<file path="src/rtl/fetch_pc_unit.sv">
// Fetch-stage controller: owns the PC, issues one instruction-memory read at a
// time, and registers the IF/ID pipeline stage. Redirects from Execute discard
// any in-flight or buffered fetch so stale instructions never reach Decode.
//
// state  | meaning
// -------+-------------------------------------------------------------
// S_REQ  | presenting PCF to imem, waiting for the request to be accepted
// S_RSP  | one request outstanding, waiting for its response
// S_HOLD | response captured in the hold buffer while Decode is stalled
// S_DROP | outstanding response belongs to a redirected-away path; discard it
`timescale 1ns/1ps

module fetch_pc_unit #(
  parameter logic [63:0] RESET_PC  = 64'h0000_0000_8000_0000,
  parameter logic [31:0] NOP_INSTR = 32'h0000_0013
) (
  input  logic        clk,
  input  logic        rst_n,
  output logic [63:0] PCF,
  input  logic [63:0] PCPlus4F,
  input  logic [63:0] PCTargetE,
  input  logic        PCSrcE,
  input  logic        StallF,
  input  logic        StallD,
  input  logic        FlushD,
  output logic        imem_req_valid,
  input  logic        imem_req_ready,
  output logic [63:0] imem_req_addr,
  input  logic        imem_rsp_valid,
  input  logic [31:0] imem_rsp_data,
  output logic [31:0] InstrD,
  output logic [63:0] PCD,
  output logic [63:0] PCPlus4D,
  output logic        ValidD
);

  typedef enum logic [1:0] {
    S_REQ  = 2'd0,
    S_RSP  = 2'd1,
    S_HOLD = 2'd2,
    S_DROP = 2'd3
  } state_t;

  state_t      state_q, state_d;
  logic [63:0] pc_q, pc_d;
  logic [63:0] req_pc_q, req_pc_d;
  logic [31:0] hold_instr_q, hold_instr_d;

  logic [31:0] instr_id_q, instr_id_d;
  logic [63:0] pc_id_q, pc_id_d;
  logic [63:0] pc4_id_q, pc4_id_d;
  logic        valid_id_q, valid_id_d;

  logic        deliver;
  logic [31:0] deliver_instr;

  // A redirect takes priority over issuing, so the old-path address is never sent.
  assign imem_req_valid = (state_q == S_REQ) && !StallF && !PCSrcE;
  assign imem_req_addr  = pc_q;
  assign PCF            = pc_q;

  assign InstrD   = instr_id_q;
  assign PCD      = pc_id_q;
  assign PCPlus4D = pc4_id_q;
  assign ValidD   = valid_id_q;

  // Fetch sequencing: next state, next PC, and whether an instruction reaches Decode.
  // req_pc_q is also the PC of the held instruction, since it only moves on accept.
  always_comb begin
    state_d       = state_q;
    pc_d          = pc_q;
    req_pc_d      = req_pc_q;
    hold_instr_d  = hold_instr_q;
    deliver       = 1'b0;
    deliver_instr = imem_rsp_data;
    case (state_q)
      S_REQ: begin
        if (PCSrcE) begin
          pc_d = PCTargetE;
        end else if (imem_req_valid && imem_req_ready) begin
          req_pc_d = pc_q;
          state_d  = S_RSP;
        end
      end
      S_RSP: begin
        if (PCSrcE) begin
          pc_d    = PCTargetE;
          state_d = imem_rsp_valid ? S_REQ : S_DROP;
        end else if (imem_rsp_valid) begin
          pc_d = PCPlus4F;
          if (!StallD) begin
            deliver = 1'b1;
            state_d = S_REQ;
          end else begin
            hold_instr_d = imem_rsp_data;
            state_d      = S_HOLD;
          end
        end
      end
      S_HOLD: begin
        if (PCSrcE) begin
          pc_d    = PCTargetE;
          state_d = S_REQ;
        end else if (!StallD) begin
          deliver       = 1'b1;
          deliver_instr = hold_instr_q;
          state_d       = S_REQ;
        end
      end
      S_DROP: begin
        if (PCSrcE) begin
          pc_d = PCTargetE;
        end
        if (imem_rsp_valid) begin
          state_d = S_REQ;
        end
      end
      default: state_d = S_REQ;
    endcase
  end

  // IF/ID register: stall holds everything, flush beats a delivery, idle cycles insert bubbles.
  always_comb begin
    instr_id_d = instr_id_q;
    pc_id_d    = pc_id_q;
    pc4_id_d   = pc4_id_q;
    valid_id_d = valid_id_q;
    if (!StallD) begin
      if (deliver && !FlushD) begin
        instr_id_d = deliver_instr;
        pc_id_d    = req_pc_q;
        pc4_id_d   = req_pc_q + 64'd4;
        valid_id_d = 1'b1;
      end else begin
        instr_id_d = NOP_INSTR;
        valid_id_d = 1'b0;
      end
    end
  end

  // Fetch controller state and PC.
  always_ff @(posedge clk or negedge rst_n) begin
    if (!rst_n) begin
      state_q      <= S_REQ;
      pc_q         <= RESET_PC;
      req_pc_q     <= 64'd0;
      hold_instr_q <= 32'd0;
    end else begin
      state_q      <= state_d;
      pc_q         <= pc_d;
      req_pc_q     <= req_pc_d;
      hold_instr_q <= hold_instr_d;
    end
  end

  // IF/ID pipeline register.
  always_ff @(posedge clk or negedge rst_n) begin
    if (!rst_n) begin
      instr_id_q <= NOP_INSTR;
      pc_id_q    <= 64'd0;
      pc4_id_q   <= 64'd0;
      valid_id_q <= 1'b0;
    end else begin
      instr_id_q <= instr_id_d;
      pc_id_q    <= pc_id_d;
      pc4_id_q   <= pc4_id_d;
      valid_id_q <= valid_id_d;
    end
  end

endmodule
</file>
<file path="config.mk">
export PLATFORM = sky130hd
export DESIGN_NAME = fetch_pc_unit
export DESIGN_NICKNAME = d
export VERILOG_FILES = /design/src/rtl/fetch_pc_unit.sv
export SDC_FILE = /design/constraint.sdc
export NUM_CORES = 1
export LEC_CHECK = 0
export ABC_AREA = 0
export BUFFER_PORTS_ARGS = -buffer_cell sky130_fd_sc_hd__buf_2
export CAP_MARGIN = 20
export CORE_AREA = 3 3 179 181
export DETAILED_ROUTE_END_ITERATION = 10
export DIE_AREA = 0 0 182 184
export PLACE_DENSITY = 0.76
export SYNTH_ARGS = -nofsm -noshare
export SYNTH_HDL_FRONTEND = slang
export SYNTH_SLANG_ARGS = --single-unit
</file>
<file path="constraint.sdc">
create_clock -name clk -period 2.9 [get_ports clk]
set_clock_uncertainty 0.1 [all_clocks]
set_input_delay 0.435 -clock clk [delete_from_list [all_inputs] [get_ports clk]]
set_output_delay 0.435 -clock clk [all_outputs]
set_load 0.1 [all_outputs]
</file>
==> impl_metrics.csv <==
group,metric,value,unit
status,outcome,"finished clean",
setup_path,crit_arrival,2950,ps
clocking,h-tree-depth,2,
logic_synthesis,ys.flop_type,"dfrtp_1",
floorplan,core_area,30600,sq um
min_path,hold_path_end,"PCF[42]",
place,hpwl,31100,microns
clocking,cts.repair.resized,0,
logic_synthesis,synthesized_netlist_net_count,1592,
place,port_buffers,457,
floorplan,die-height,184,microns
layout,layout-drive-gt1-share,36.1,%
min_path,whs_path_depth,3,
grt,first_pass_grt_wire_length,65700,microns
logic_synthesis,post_synth_instance_area,14800,sq um
clocking,cts.path.max_buffers,3,
sta,report.final.setup_viol,0,
grt,global_route.usage.total,24.6,%
setup_path,rr_worst_depth,7,
logic_synthesis,synthDominantAreaCellType,"dfrtp_1",
sta,rsz0062_at_grt,"false",
power,p_comb_share,50.5,%
route,drt-initial-drc-count,816,
power,pwr-share-seq,31.2,%
setup_path,worst-path-max-fanout,22,
power,p_int,10900,uW
min_path,hold_sp,"PCTargetE[42]",
clocking,clkSlewWorstSetupHoldPaths,60,ps
setup_path,timing.critical_path.slowest_cell_delay,570,ps
route,drt-wirelength-per-cell,19.1,microns
setup_path,worstReg2RegEnd,"PCPlus4D[57]",
clocking,tritoncts_num_sinks,321,
sta,min_period,2620,ps
logic_synthesis,synth_edf_count,0,
power,netSwitchingFraction,54.2,%
route,detail_route.first_pass.iterations,5,
floorplan,initial_utilization,48.5,%
layout,area_growth,23.4,%
floorplan,std_cell_rows,64,
logic_synthesis,netlist_top_cells_count,"338 x nand2_1, 317 x dfrtp_1, 135 x o21ai_0",
layout,finish.instance_area,18300,sq um
sta,timing.final.hold_violations,0,
grt,grt_max_degree,114,
layout,antenna_cells_inserted,0,
clocking,cts_tree,"built",
power,powerDensity,1300,nW/um^2
clocking,ctsRootBufferMaster,"clkbuf_16",
logic_synthesis,ys_seq_area_share,54.2,%
place,placed_area,17200,sq um
power,clkPwrFrac,18.3,%
setup_path,cp-startpoint,"state_q[0]",
sta,final.setup.worst_slack,283,ps
sta,worstMarginPinSlew,658,ps
route,route.final.wire_length,42400,microns
setup_path,crit_slowest_cell,"or4b_1",
floorplan,io-pin-count,458,
setup_path,worstReg2RegStart,"state_q[0]",
sta,worst_slew_margin_rel,56.1,%
setup_path,worst_path_top_cell_family_by_delay,"simple AND/OR/NAND/NOR gates",
sta,final_min_period_over_clock_period,90.3,%
route,postRouteAntennaNets,0,
min_path,worst_hold_path_type,"in2reg",
flow_run,drv_cap,0,
grt,grt_antenna_before_repair,0,
grt,grt.met3_usage,4.89,%
clocking,cts-buffers-inserted,36,
place,post-place-ws,303,ps
floorplan,die_w,182,microns
layout,design.final.nets,1970,
setup_path,critical_path.endpoint_type,"register",
sta,totalNegativeSetupSlack,0,ps
power,max_vdd_drop,1.07,mV
route,viasPerCell,5.31,
logic_synthesis,synth.most_common_cell,"nand2_1",
power,p_leak,0.00978,uW
grt,use_met2,43.2,%
logic_synthesis,async_flop_share,100,%
power,netSwitchingPower,12900,uW
grt,grt_pass1_vias,11700,
grt,gr-usage-met1,31.4,%
logic_synthesis,number_of_synthesized_register_bits,321,
setup_path,critical_path_buf_inv_count,1,
logic_synthesis,synth.top_cells.by_area,"dfrtp_1 53%, nand2_1 8.5%, mux2i_1 7.5%, mux2_2 7.3%, o21ai_0 4.6%",
layout,post_layout_cell_count,2214,
place,dp.cells,2153,
logic_synthesis,netlist_instances,1418,
sta,maxSlewViolCount,0,
logic_synthesis,postSynthAreaPerCell,10.5,sq um
setup_path,crit_path_cells,"inv_1 -> ha_1 -> or4b_1 -> or2_4 -> or3_1 -> nor3_1 -> nand3b_1",
logic_synthesis,ys_types,53,
setup_path,worst_ep_required_time,3230,ps
route,num_vias,11800,
logic_synthesis,yosysWarningCount,0,
clocking,postCtsSetupRepairBufs,0,
setup_path,r2r_setup_slack,280,ps
setup_path,timing.setup.critical_path_class,"reg2reg",
place,rd_place_congestion,0.810,
setup_path,worstSetupStartpointType,"register",
sta,achievable-frequency,0.382,GHz
floorplan,die-area,33500,sq um
clocking,clkLatencyLatePin,500,ps
grt,grt_most_used_layer,"met2",
route,drc,0,
grt,globalRoute.totalOverflow,0,
logic_synthesis,synth.top_cell.area_share,53.4,%
## sequential cells by signal, summed over array words and instances, names as in the netlist
register	count
PCD	64
PCF	64
req_pc_q	64
PCPlus4D	62
InstrD	32
hold_instr_q	32
state_q	2
ValidD	1
## cell usage in the layout (no fill, tap or decap), drive strengths merged, types with 5 or more instances in the layout
master | netlist | layout
xor2 | 18 | 18
xnor2 | 18 | 18
mux2 | 96 | 96
nand2 | 338 | 338
nand4 | 23 | 23
a21oi | 9 | 9
nand3 | 25 | 25
or4 | 7 | 7
and3 | 15 | 15
and4 | 12 | 12
nor4 | 16 | 16
clkinv | 0 | 5
mux2i | 111 | 111
nor2 | 27 | 27
buf | 93 | 494
dfrtp | 317 | 317
or3 | 7 | 7
clkbuf | 60 | 53
nor3 | 9 | 9
inv | 6 | 6
ha | 6 | 6
a31oi | 9 | 9
and2 | 16 | 16
o21ai | 135 | 135
a21o | 13 | 13
## worst max path at each step
stage	slack, ps	cells past startpoint	to
after floorplan	3	7	req_pc_q[24]
after global placement	370	8	PCPlus4D[53]
after detailed placement	300	7	PCPlus4D[57]
after CTS	290	7	PCPlus4D[57]
after global routing	180	6	InstrD[13]
final	280	7	PCPlus4D[57]
## worst reg2reg max path, stage by stage, from the launching register on
cell and delay (ps):
dfrtp_1 380, inv_1 100, ha_1 290, or4b_1 570, or2_4 430, or3_1 420
nor3_1 140, nand3b_1 130
## power by group through the flow
stage	sequential (uW)	combinational (uW)	clock [uW]
after floorplan	13300	3930	0
after global placement	7380	12000	0
after detailed placement	7470	12100	0
after CTS	7430	12100	4470
after global routing	7650	12500	4650
final	7430	12100	4370
## logic make-up (layout without fill, tap and decap cells)
group	count (synthesis)	in the layout	synth area share [%]
simple gates	509	509	15.8
flops	321	321	54.2
mux	207	207	14.8
compound gates	178	178	6.53
buf+inv	161	561	6.10
xor+xnor	36	36	2.12
fa+ha+maj	6	6	0.506
## routing by layer
| metal | up-vias | share of wire [%] |
|---|---|---|
| met1 | 5682 | 40 |
| li1 | 5550 | - |
| met3 | 69 | 7.5 |
| met2 | 466 | 50 |
| met5 | - | 0 |
| met4 | 0 | 2.2 |
## timing repair
item	in CTS	in global routing
hold endpoints to repair	56	0
hold buffers	1	0
endpoints found under the setup margin	0	0
## metrics by stage
stage | power (uW) | util [%] | hold slack, ps
after detailed placement | 19600 | 56.2 | 331
after global routing | 24900 | 59.9 | 30.3
after CTS | 24000 | 59.9 | 17.4
after global placement | 19400 | 56.2 | 329
after floorplan | 17200 | - | 39.4
final | 23900 | 59.9 | 41.4
## area by class of cell
class | instances | area, sq um
Inverter | 6 | 22.5
Tap cell | 396 | 495
Timing Repair Buffer | 495 | 2710
Multi-Input combinational cell | 936 | 5930
Sequential cell | 321 | 8040
Fill cell | 2588 | 12300
Clock buffer | 53 | 1040
Clock inverter | 7 | 85.1
Note: power is estimated with default switching activity, not from simulation.
